--- config.mk ---
export PLATFORM = sky130hd
export DESIGN_NAME = axi_wr_dispatch
export DESIGN_NICKNAME = d
export VERILOG_FILES = /design/src/rtl/axi_wr_dispatch_pkg.sv /design/src/rtl/axi_wr_dispatch_beat_counter.sv /design/src/rtl/axi_wr_dispatch.sv
export SDC_FILE = /design/constraint.sdc
export NUM_CORES = 1
export LEC_CHECK = 0
export ABC_CLOCK_PERIOD_IN_PS = 2300
export CAP_MARGIN = 0
export CORE_MARGIN = 2
export CORE_UTILIZATION = 35
export DETAILED_ROUTE_END_ITERATION = 8
export GPL_ROUTABILITY_DRIVEN = 0
export MAX_ROUTING_LAYER = met4
export PLACE_DENSITY_LB_ADDON = 0.05
export RECOVER_POWER = 25
export SYNTH_ARGS = -nofsm -noshare
export SYNTH_HDL_FRONTEND = slang
export SYNTH_SLANG_ARGS = --single-unit
--- constraint.sdc ---
create_clock -name clk -period 2.3 [get_ports clk]
set_input_delay 0.345 -clock clk [delete_from_list [all_inputs] [get_ports clk]]
set_output_delay 0.345 -clock clk [all_outputs]
set_load 0.02 [all_outputs]
--- src/rtl/axi_wr_dispatch_pkg.sv ---
// axi_wr_dispatch_pkg: shared FSM states, response codes and address bit positions
package axi_wr_dispatch_pkg;
    typedef enum logic [2:0] {
        ST_INIT,
        ST_IDLE,
        ST_DATA,
        ST_DRAIN,
        ST_RESP
    } state_t;

    localparam logic [1:0] BRESP_OKAY   = 2'b00;
    localparam logic [1:0] BRESP_SLVERR = 2'b10;

    localparam int ADDR_LAST = 0;
    localparam int ADDR_MODE = 1;
    localparam int ADDR_ERR  = 7;
endpackage

--- src/rtl/axi_wr_dispatch_beat_counter.sv ---
// wr_beat_counter: remaining-beat counter for one write burst
module wr_beat_counter (
    input  logic       clk,
    input  logic       reset,
    input  logic       load,
    input  logic [7:0] len,
    input  logic       dec,
    output logic       last_beat,
    output logic       zero
);
    logic [8:0] count;

    // load awlen+1 at address acceptance, count down on every accepted beat
    always_ff @(posedge clk) begin
        if (reset)
            count <= '0;
        else if (load)
            count <= {1'b0, len} + 9'd1;
        else if (dec && !zero)
            count <= count - 9'd1;
    end

    assign last_beat = count == 9'd1;
    assign zero      = count == 9'd0;
endmodule

--- src/rtl/axi_wr_dispatch.sv ---
// axi_wr_dispatch: AXI4 write slave steering burst beats into per-channel FIFOs
module axi_wr_dispatch
    import axi_wr_dispatch_pkg::*;
#(
    parameter int DATA_W = 32,
    parameter int ID_W   = 4,
    parameter int NUM_CH = 4,
    parameter int IDX_W  = 10,
    parameter int CH_LSB = 4,
    localparam int STRB_W = DATA_W / 8,
    localparam int CH_W   = (NUM_CH > 1) ? $clog2(NUM_CH) : 1
) (
    input  logic              clk,
    input  logic              reset,
    input  logic [ID_W-1:0]   s_awid,
    input  logic [31:0]       s_awaddr,
    input  logic [7:0]        s_awlen,
    input  logic              s_awvalid,
    output logic              s_awready,
    input  logic [DATA_W-1:0] s_wdata,
    input  logic [STRB_W-1:0] s_wstrb,
    input  logic              s_wlast,
    input  logic              s_wvalid,
    output logic              s_wready,
    output logic [ID_W-1:0]   s_bid,
    output logic [1:0]        s_bresp,
    output logic              s_bvalid,
    input  logic              s_bready,
    input  logic [NUM_CH-1:0] fifo_full,
    output logic [NUM_CH-1:0] fifo_clr,
    output logic [NUM_CH-1:0] fifo_push,
    output logic [DATA_W-1:0] push_data,
    output logic [STRB_W-1:0] push_strb,
    output logic [IDX_W-1:0]  push_index,
    output logic              push_mode
);
    state_t            state;
    logic [ID_W-1:0]   id;
    logic              last;
    logic              mode;
    logic              err;
    logic [CH_W-1:0]   ch;
    logic [IDX_W-1:0]  index;
    logic              last_beat;
    logic              zero;
    logic              beat;
    logic              unused_addr;

    // only a few address bits carry meaning; the rest are don't-care
    assign unused_addr = ^s_awaddr;

    wr_beat_counter u_cnt (
        .clk       (clk),
        .reset     (reset),
        .load      (state == ST_IDLE && s_awvalid),
        .len       (s_awlen),
        .dec       (beat),
        .last_beat (last_beat),
        .zero      (zero)
    );

    assign s_awready  = state == ST_IDLE;
    assign s_wready   = state == ST_DATA ? !fifo_full[ch] && !zero : state == ST_DRAIN;
    assign beat       = state == ST_DATA && s_wvalid && s_wready;
    assign s_bvalid   = state == ST_RESP;
    assign s_bid      = s_bvalid ? id : '0;
    assign s_bresp    = s_bvalid && err ? BRESP_SLVERR : BRESP_OKAY;
    assign fifo_clr   = state == ST_INIT ? {NUM_CH{1'b1}} : '0;
    assign fifo_push  = beat ? NUM_CH'(1) << ch : '0;
    assign push_data  = beat ? s_wdata : '0;
    assign push_strb  = beat ? s_wstrb : '0;
    assign push_index = beat ? index : '0;
    assign push_mode  = beat && mode;

    // write FSM: capture the burst, steer or drain beats, respond, advance the record index
    always_ff @(posedge clk) begin
        if (reset) begin
            state <= ST_INIT;
            id    <= '0;
            last  <= 1'b0;
            mode  <= 1'b0;
            err   <= 1'b0;
            ch    <= '0;
            index <= '0;
        end else begin
            case (state)
                ST_INIT: state <= ST_IDLE;
                ST_IDLE: begin
                    if (s_awvalid) begin
                        id    <= s_awid;
                        last  <= s_awaddr[ADDR_LAST];
                        mode  <= s_awaddr[ADDR_MODE];
                        ch    <= s_awaddr[CH_LSB +: CH_W];
                        err   <= s_awaddr[ADDR_ERR];
                        state <= s_awaddr[ADDR_ERR] ? ST_DRAIN : ST_DATA;
                    end
                end
                ST_DATA: begin
                    if (beat && s_wlast) begin
                        err   <= !last_beat;
                        state <= ST_RESP;
                    end else if (beat && last_beat) begin
                        err   <= 1'b1;
                        state <= ST_DRAIN;
                    end
                end
                ST_DRAIN: begin
                    if (s_wvalid && s_wlast)
                        state <= ST_RESP;
                end
                ST_RESP: begin
                    if (s_bready) begin
                        if (last && !err)
                            index <= index + 1'b1;
                        state <= ST_IDLE;
                    end
                end
                default: state <= ST_INIT;
            endcase
        end
    end
endmodule
==> flow_summary.json, run 1 <==
{
  "async_flop_share_pct": 0,
  "drc_errors": 0,
  "hold_viol": 0,
  "wl_met3_um": 432,
  "areaGrowthSynthToFinish_pct": 90.62,
  "seq_area_frac_synth_pct": 29.26,
  "hp-start": "id[3]",
  "netlist_top_cells_area": "dfxtp_1, and2_1, xor2_1",
  "clk_latency_ps": 290,
  "cts.reportedPaths.clkPinSlew_ps": 70,
  "synth_nets": 362,
  "synth.most_common_cell": "and2_1",
  "ys_types": 48,
  "r2r_start": "ch[0]",
  "rows": 28,
  "violations": "setup timing",
  "core-area_mm2": 0.005886,
  "cts-root-buf": "clkbuf_8",
  "postSynthCellCount": 267,
  "cpMaxStageDelayCell": "mux4_2",
  "status": "finished with violations",
  "grt_pass1_wl_um": 10630,
  "viasPerCell": 4.811,
  "die-height_um": 81.84,
  "path_cells": "mux4_2 -> a311oi_4 -> buf_6 -> buf_12 -> nor3b_4 -> buf_6",
  "syn_area_per_cell_um2": 7.943,
  "final.min_clock_period_ps": 2463,
  "endpoint_kind": "output pin",
  "maxCapViolCount": 0,
  "r2r_end": "u_cnt.count[7]",
  "synth_common_cells": "and2_1, dfxtp_1, nor2_1, nand2_1, xor2_1",
  "skew_ps": 9.152,
  "start_util_pct": 36.03,
  "synth_edf_count": 0,
  "reg2reg_slack_ps": 50,
  "io-pin-count": 154,
  "crit_buf_inv": 3,
  "cts.sinks": 31,
  "ir_drop_mv": 0.2783,
  "cp_data_arrival_time_ps": 2120,
  "netlist_area_mm2": 0.002121,
  "met1_length_um": 2916,
  "yosysWarnings": 0,
  "power.density_mw_per_mm2": 375.3,
  "cp.depth": 6,
  "antenna_cells": 0,
  "met2_length_um": 3696,
  "worstSetupEndpoint": "fifo_push[0]",
  "routed_wl_um": 7198,
  "tns_ps": -5511,
  "fin_ws_ps": -162.6,
  "synthFlopType": "dfxtp_1",
  "crit_family": "multiplexers",
  "dieArea_mm2": 0.006698,
  "crit_start": "ch[0]",
  "antenna_found_initial": 0,
  "drive_gt1_share_pct": 37.65,
  "regArea_um2": 621.8,
  "clockBufferDepth": 2,
  "cts_htree_levels": 2,
  "grt_use_total_pct": 21.36,
  "synth_top_area_share_pct": 29.26,
  "drt_iter0_drc": 45,
  "route.vias.total": 2367,
  "finalNetCount": 511,
  "multiInputGateArea_mm2": 0.001489,
  "fillers": 497,
  "maxSlewViolCount": 0,
  "crit_required_ps": 1960,
  "startpoint_type": "flip-flop",
  "crit_top_cell": "buf_6",
  "grt_pass1_vias": 2329,
  "utilization_pct": 68.69,
  "p_leak_nw": 1.705,
  "setup_viol": 52,
  "cts_buffers": 5,
  "gr-total-overflow": 0,
  "hp-class": "flip-flop to flip-flop",
  "grt_max_degree": 15,
  "tightest_slew_ps": 711.5,
  "critPathKind": "flip-flop to output pin",
  "slowest_delay_ps": 560,
  "wl_per_cell_um": 14.63,
  "finalCritPeriodShare_pct": 107.1,
  "die_w_um": 81.84,
  "cts_tree": "done",
  "r2r_cells": 8,
  "path_max_fanout": 6,
  "max_slew_margin_pct": 52.54,
  "dr.pass1.iters": 4,
  "ant_nets": 0,
  "fmax_mhz": 406.1,
  "synth_seq_cells": 31,
  "highest_layer": "met4",
  "rsz0062_at_grt": "yes",
  "portBuffers": 125,
  "dp_hpwl_um": 5073,
  "synth_top_cell_by_area": "dfxtp_1"
}
[per-stage QoR]
step / total power, W / worst slack, ps / cell area [um^2] / hold slack, ps / std cells
floorplan: 0.0008066 / -30.05 / 2142 / 431.7 / 267
global placement: 0.001019 / -670.9 / 3527 / 436.6 / 470
detailed placement: 0.001024 / -691.2 / 3527 / 444.0 / 470
CTS: 0.001500 / -141.3 / 3855 / 451.9 / 487
global route: 0.001596 / -236.2 / 4043 / 467.0 / 492
finish: 0.001517 / -162.6 / 4043 / 454.0 / 492
[worst min path at each step]
stage	endpoint	slack (ps)	cells after the start
5_1_grt	id[2]	470	2
2_1_floorplan	id[0]	430	2
6_report	id[3]	450	2
4_1_cts	id[2]	450	2
3_3_place_gp	id[3]	440	2
3_5_place_dp	id[2]	440	2
[worst min-delay path, stage by stage, from the launching register on]
cell     delay (ps)
dfxtp_1         310
nand2_1          50
a21oi_1          50
[registers in the layout (all words and copies together) (netlist names)]
name / count
id: 4
index: 10
u_cnt.count: 9
last: 1
ch: 2
mode: 1
state: 3
err: 1
[power by group]
| group | leakage, nW | internal [W] | total (W) | switching (W) |
|---|---|---|---|---|
| Clock | 0.0402 | 0.000210 | 0.000436 | 0.000226 |
| Sequential | 0.253 | 0.000565 | 0.000581 | 0.0000152 |
| Combinational | 1.41 | 0.000276 | 0.000500 | 0.000224 |
[what timing repair did]
| action | CTS | global route |
|---|---|---|
| gates resized for setup | 346 | 37 |
| setup endpoints to repair | 58 | 60 |
| buffers inserted | 6 | 3 |
| pin swaps | 3 | 22 |
| cloned | 3 | 3 |
| hold buffers | 0 | 0 |
| endpoints found under the hold margin | 0 | 0 |
[layout by cell type (no fill, tap or decap), drive strengths merged, types with 2 or more instances in the layout]
cell type	netlist	routed
a21oi	10	10
nor2	31	31
o211ai	2	2
nand3b	2	2
and2	53	53
clkdlybuf4s50	1	63
nand2	26	26
a211oi	8	8
clkbuf	13	9
a31oi	3	3
and3	2	2
nor4	3	3
dfxtp	31	31
buf	6	85
dlygate4sd2	0	10
nand4	5	5
nand3	10	10
clkinvlp	0	2
nor3b	2	2
xnor2	5	5
xor2	18	18
nor3	4	4
ha	5	5
or3b	2	2
inv	7	7
nand4b	2	2
[final cells by class]
cell class              instances  share of cell area, %
multi-input cells             209                  36.83
well taps                      75                  2.321
clock inverters                 3                 0.4952
repair buffers                162                  42.62
flip-flops and latches         31                  15.38
inverters                       7                 0.6500
clock buffers                   5                  1.702
[cell families (layout without fill, tap and decap cells)]
family,after synthesis,count (layout),synth area share [%]
other,1,1,0.1768
muxes,2,2,1.534
buffers and inverters,27,177,8.023
xor gates and xnor gates,23,23,9.498
adders and majority gates,5,5,2.950
AOI/OAI and AO/OA,29,29,10.03
DFF,31,31,29.26
and+or+nand+nor,149,149,38.53
[metal layers]
metal  track usage [%]  vias up
li1                  -     1187
met1             23.96     1077
met2             35.69       90
met3             6.264       13
met4             8.333        0
met5                 -        -
(Power assumes the default switching activity.)
==> run 2: changes to the inputs <==
--- a/config.mk
+++ b/config.mk
@@ -11,7 +11,6 @@
 export CORE_UTILIZATION = 35
 export DETAILED_ROUTE_END_ITERATION = 8
 export GPL_ROUTABILITY_DRIVEN = 0
-export MAX_ROUTING_LAYER = met4
 export PLACE_DENSITY_LB_ADDON = 0.05
 export RECOVER_POWER = 25
 export SYNTH_ARGS = -nofsm -noshare
==> flow_summary.json, run 2 (same netlist as run 1, synthesis figures left out) <==
{
  "status": "finished with violations",
  "violations": "setup timing",
  "finalCritPeriodShare_pct": 107.1,
  "p_int_w": 0.001052,
  "grt_use_total_pct": 20.75,
  "grt_max_degree": 15,
  "layout_common_cells": "clkdlybuf4s50_1, buf_6, and2_4, dfxtp_1, nor2_1",
  "maxSlewViolCount": 0,
  "path_max_fanout": 6,
  "io-pin-count": 154,
  "sw_frac_of_total_pct": 30.63,
  "wl_per_cell_um": 14.63,
  "cts.reportedPaths.clkPinSlew_ps": 70,
  "startpoint_type": "flip-flop",
  "setup_viol": 52,
  "gr-usage-met3_pct": 7.363,
  "maxCapViolCount": 0,
  "globalRoute.busiestLayer": "met2",
  "crit_required_ps": 1960,
  "critPathKind": "flip-flop to output pin",
  "clk_latency_ps": 290,
  "fin_ws_ps": -162.5,
  "grt_pass1_vias": 2326,
  "p_leak_nw": 1.705,
  "hold_slack_ps": 453.8,
  "finalNetCount": 511,
  "grt_util_met1_pct": 23.23,
  "fmax_mhz": 406.1,
  "ir_drop_mv": 0.2782,
  "combPwrFrac_pct": 33.0,
  "cts_htree_levels": 2,
  "largest_reg_flops": 10,
  "viasPerCell": 4.813,
  "cp_data_arrival_time_ps": 2120,
  "power_switching_w": 0.0004646,
  "endpoint_kind": "output pin",
  "layout_commonest_cell": "clkdlybuf4s50_1",
  "dp_hpwl_um": 5073,
  "final_cell_area_mm2": 0.004043,
  "drive_gt1_share_pct": 37.65,
  "place_worst_setup_slack_ps": -691.2,
  "cts.sinks": 31,
  "grt_pass1_wl_um": 10630,
  "skew_ps": 9.178,
  "rows": 28,
  "postPlaceCellArea_mm2": 0.003527,
  "seqPwrFrac_pct": 38.3,
  "rsz0062_at_grt": "yes",
  "clockBufferDepth": 2,
  "cts_tree": "done",
  "start_util_pct": 36.03,
  "reg_top3": "index (10), u_cnt.count (9), id (4)",
  "top_register": "index",
  "die_w_um": 81.84,
  "die-height_um": 81.84,
  "final.min_clock_period_ps": 2463,
  "hp-class": "flip-flop to flip-flop",
  "cts-root-buf": "clkbuf_8",
  "power.density_mw_per_mm2": 375.2,
  "core-area_mm2": 0.005886,
  "routed_wl_um": 7198,
  "antenna_cells": 0,
  "reg2reg_slack_ps": 50,
  "power_w": 0.001517,
  "portBuffers": 125,
  "p_clk_share_pct": 28.7,
  "dr.pass1.iters": 4,
  "cts_buffers": 5,
  "ant_nets": 0,
  "grt_use_met2_pct": 35.69,
  "drt_iter0_drc": 42,
  "areaGrowthSynthToFinish_pct": 90.62,
  "drc_errors": 0,
  "dieArea_mm2": 0.006698,
  "max_slew_margin_pct": 52.07,
  "antenna_found_initial": 0,
  "tightest_slew_ps": 718.5,
  "hold_viol": 0,
  "tns_ps": -5510,
  "route.vias.total": 2368,
  "gr-total-overflow": 0,
  "ctsHoldBuffers": 0
}
## run 2: cell counts in the layout (fill, tap and decap cells not counted)
Identical to the previous run, type by type.
## run 2: routing by layer
metal | routed length [um] | up-vias
met3 | 489 | 11
met4 | 152 | 0
li1 | - | 1186
met1 | 2860 | 1080
met5 | 0 | -
met2 | 3695 | 91
## run 2: layout make-up
class | count | area, um^2
clock buffer | 5 | 68.82
clock inverter | 3 | 20.02
fill | 497 | 1843
inverter | 7 | 26.28
multi-input combinational | 209 | 1489
sequential | 31 | 621.8
tap | 75 | 93.84
timing repair buffer | 162 | 1723
## run 2: worst paths after layout
kind	start	end	cells after the start
worst max-delay path	ch[0]	fifo_push[0]	6
worst min-delay path	id[3]	id[3]	2
worst max register to register	ch[0]	u_cnt.count[3]	8
worst min register to register	id[3]	id[3]	2
## run 2: critical path, stage by stage (launching register included)
cell and delay [ps]:
dfxtp_2 350, mux4_2 560, a311oi_4 280, buf_6 200
buf_12 120, nor3b_4 180, buf_6 140
## run 2: power groups by stage
stage	registers [W]	clock network [W]	logic (W)
after floorplan	0.000597	0	0.000209
after CTS	0.000581	0.000444	0.000475
after detailed placement	0.000593	0	0.000431
final	0.000580	0.000436	0.000501
after global placement	0.000592	0	0.000428
after global routing	0.000584	0.000467	0.000544
## run 2: through the flow
step	instances	utilization (%)
after detailed placement	470	59.93
after CTS	487	65.50
final	492	68.69
after floorplan	267	-
after global placement	470	59.93
after global routing	492	68.69
## run 2: what timing repair did
item | CTS | global route
setup endpoints to repair | 58 | 60
resized for setup | 346 | 37
hold endpoints to repair | 0 | 0
pin swaps | 3 | 22
buffers inserted | 6 | 3
gates cloned | 3 | 3
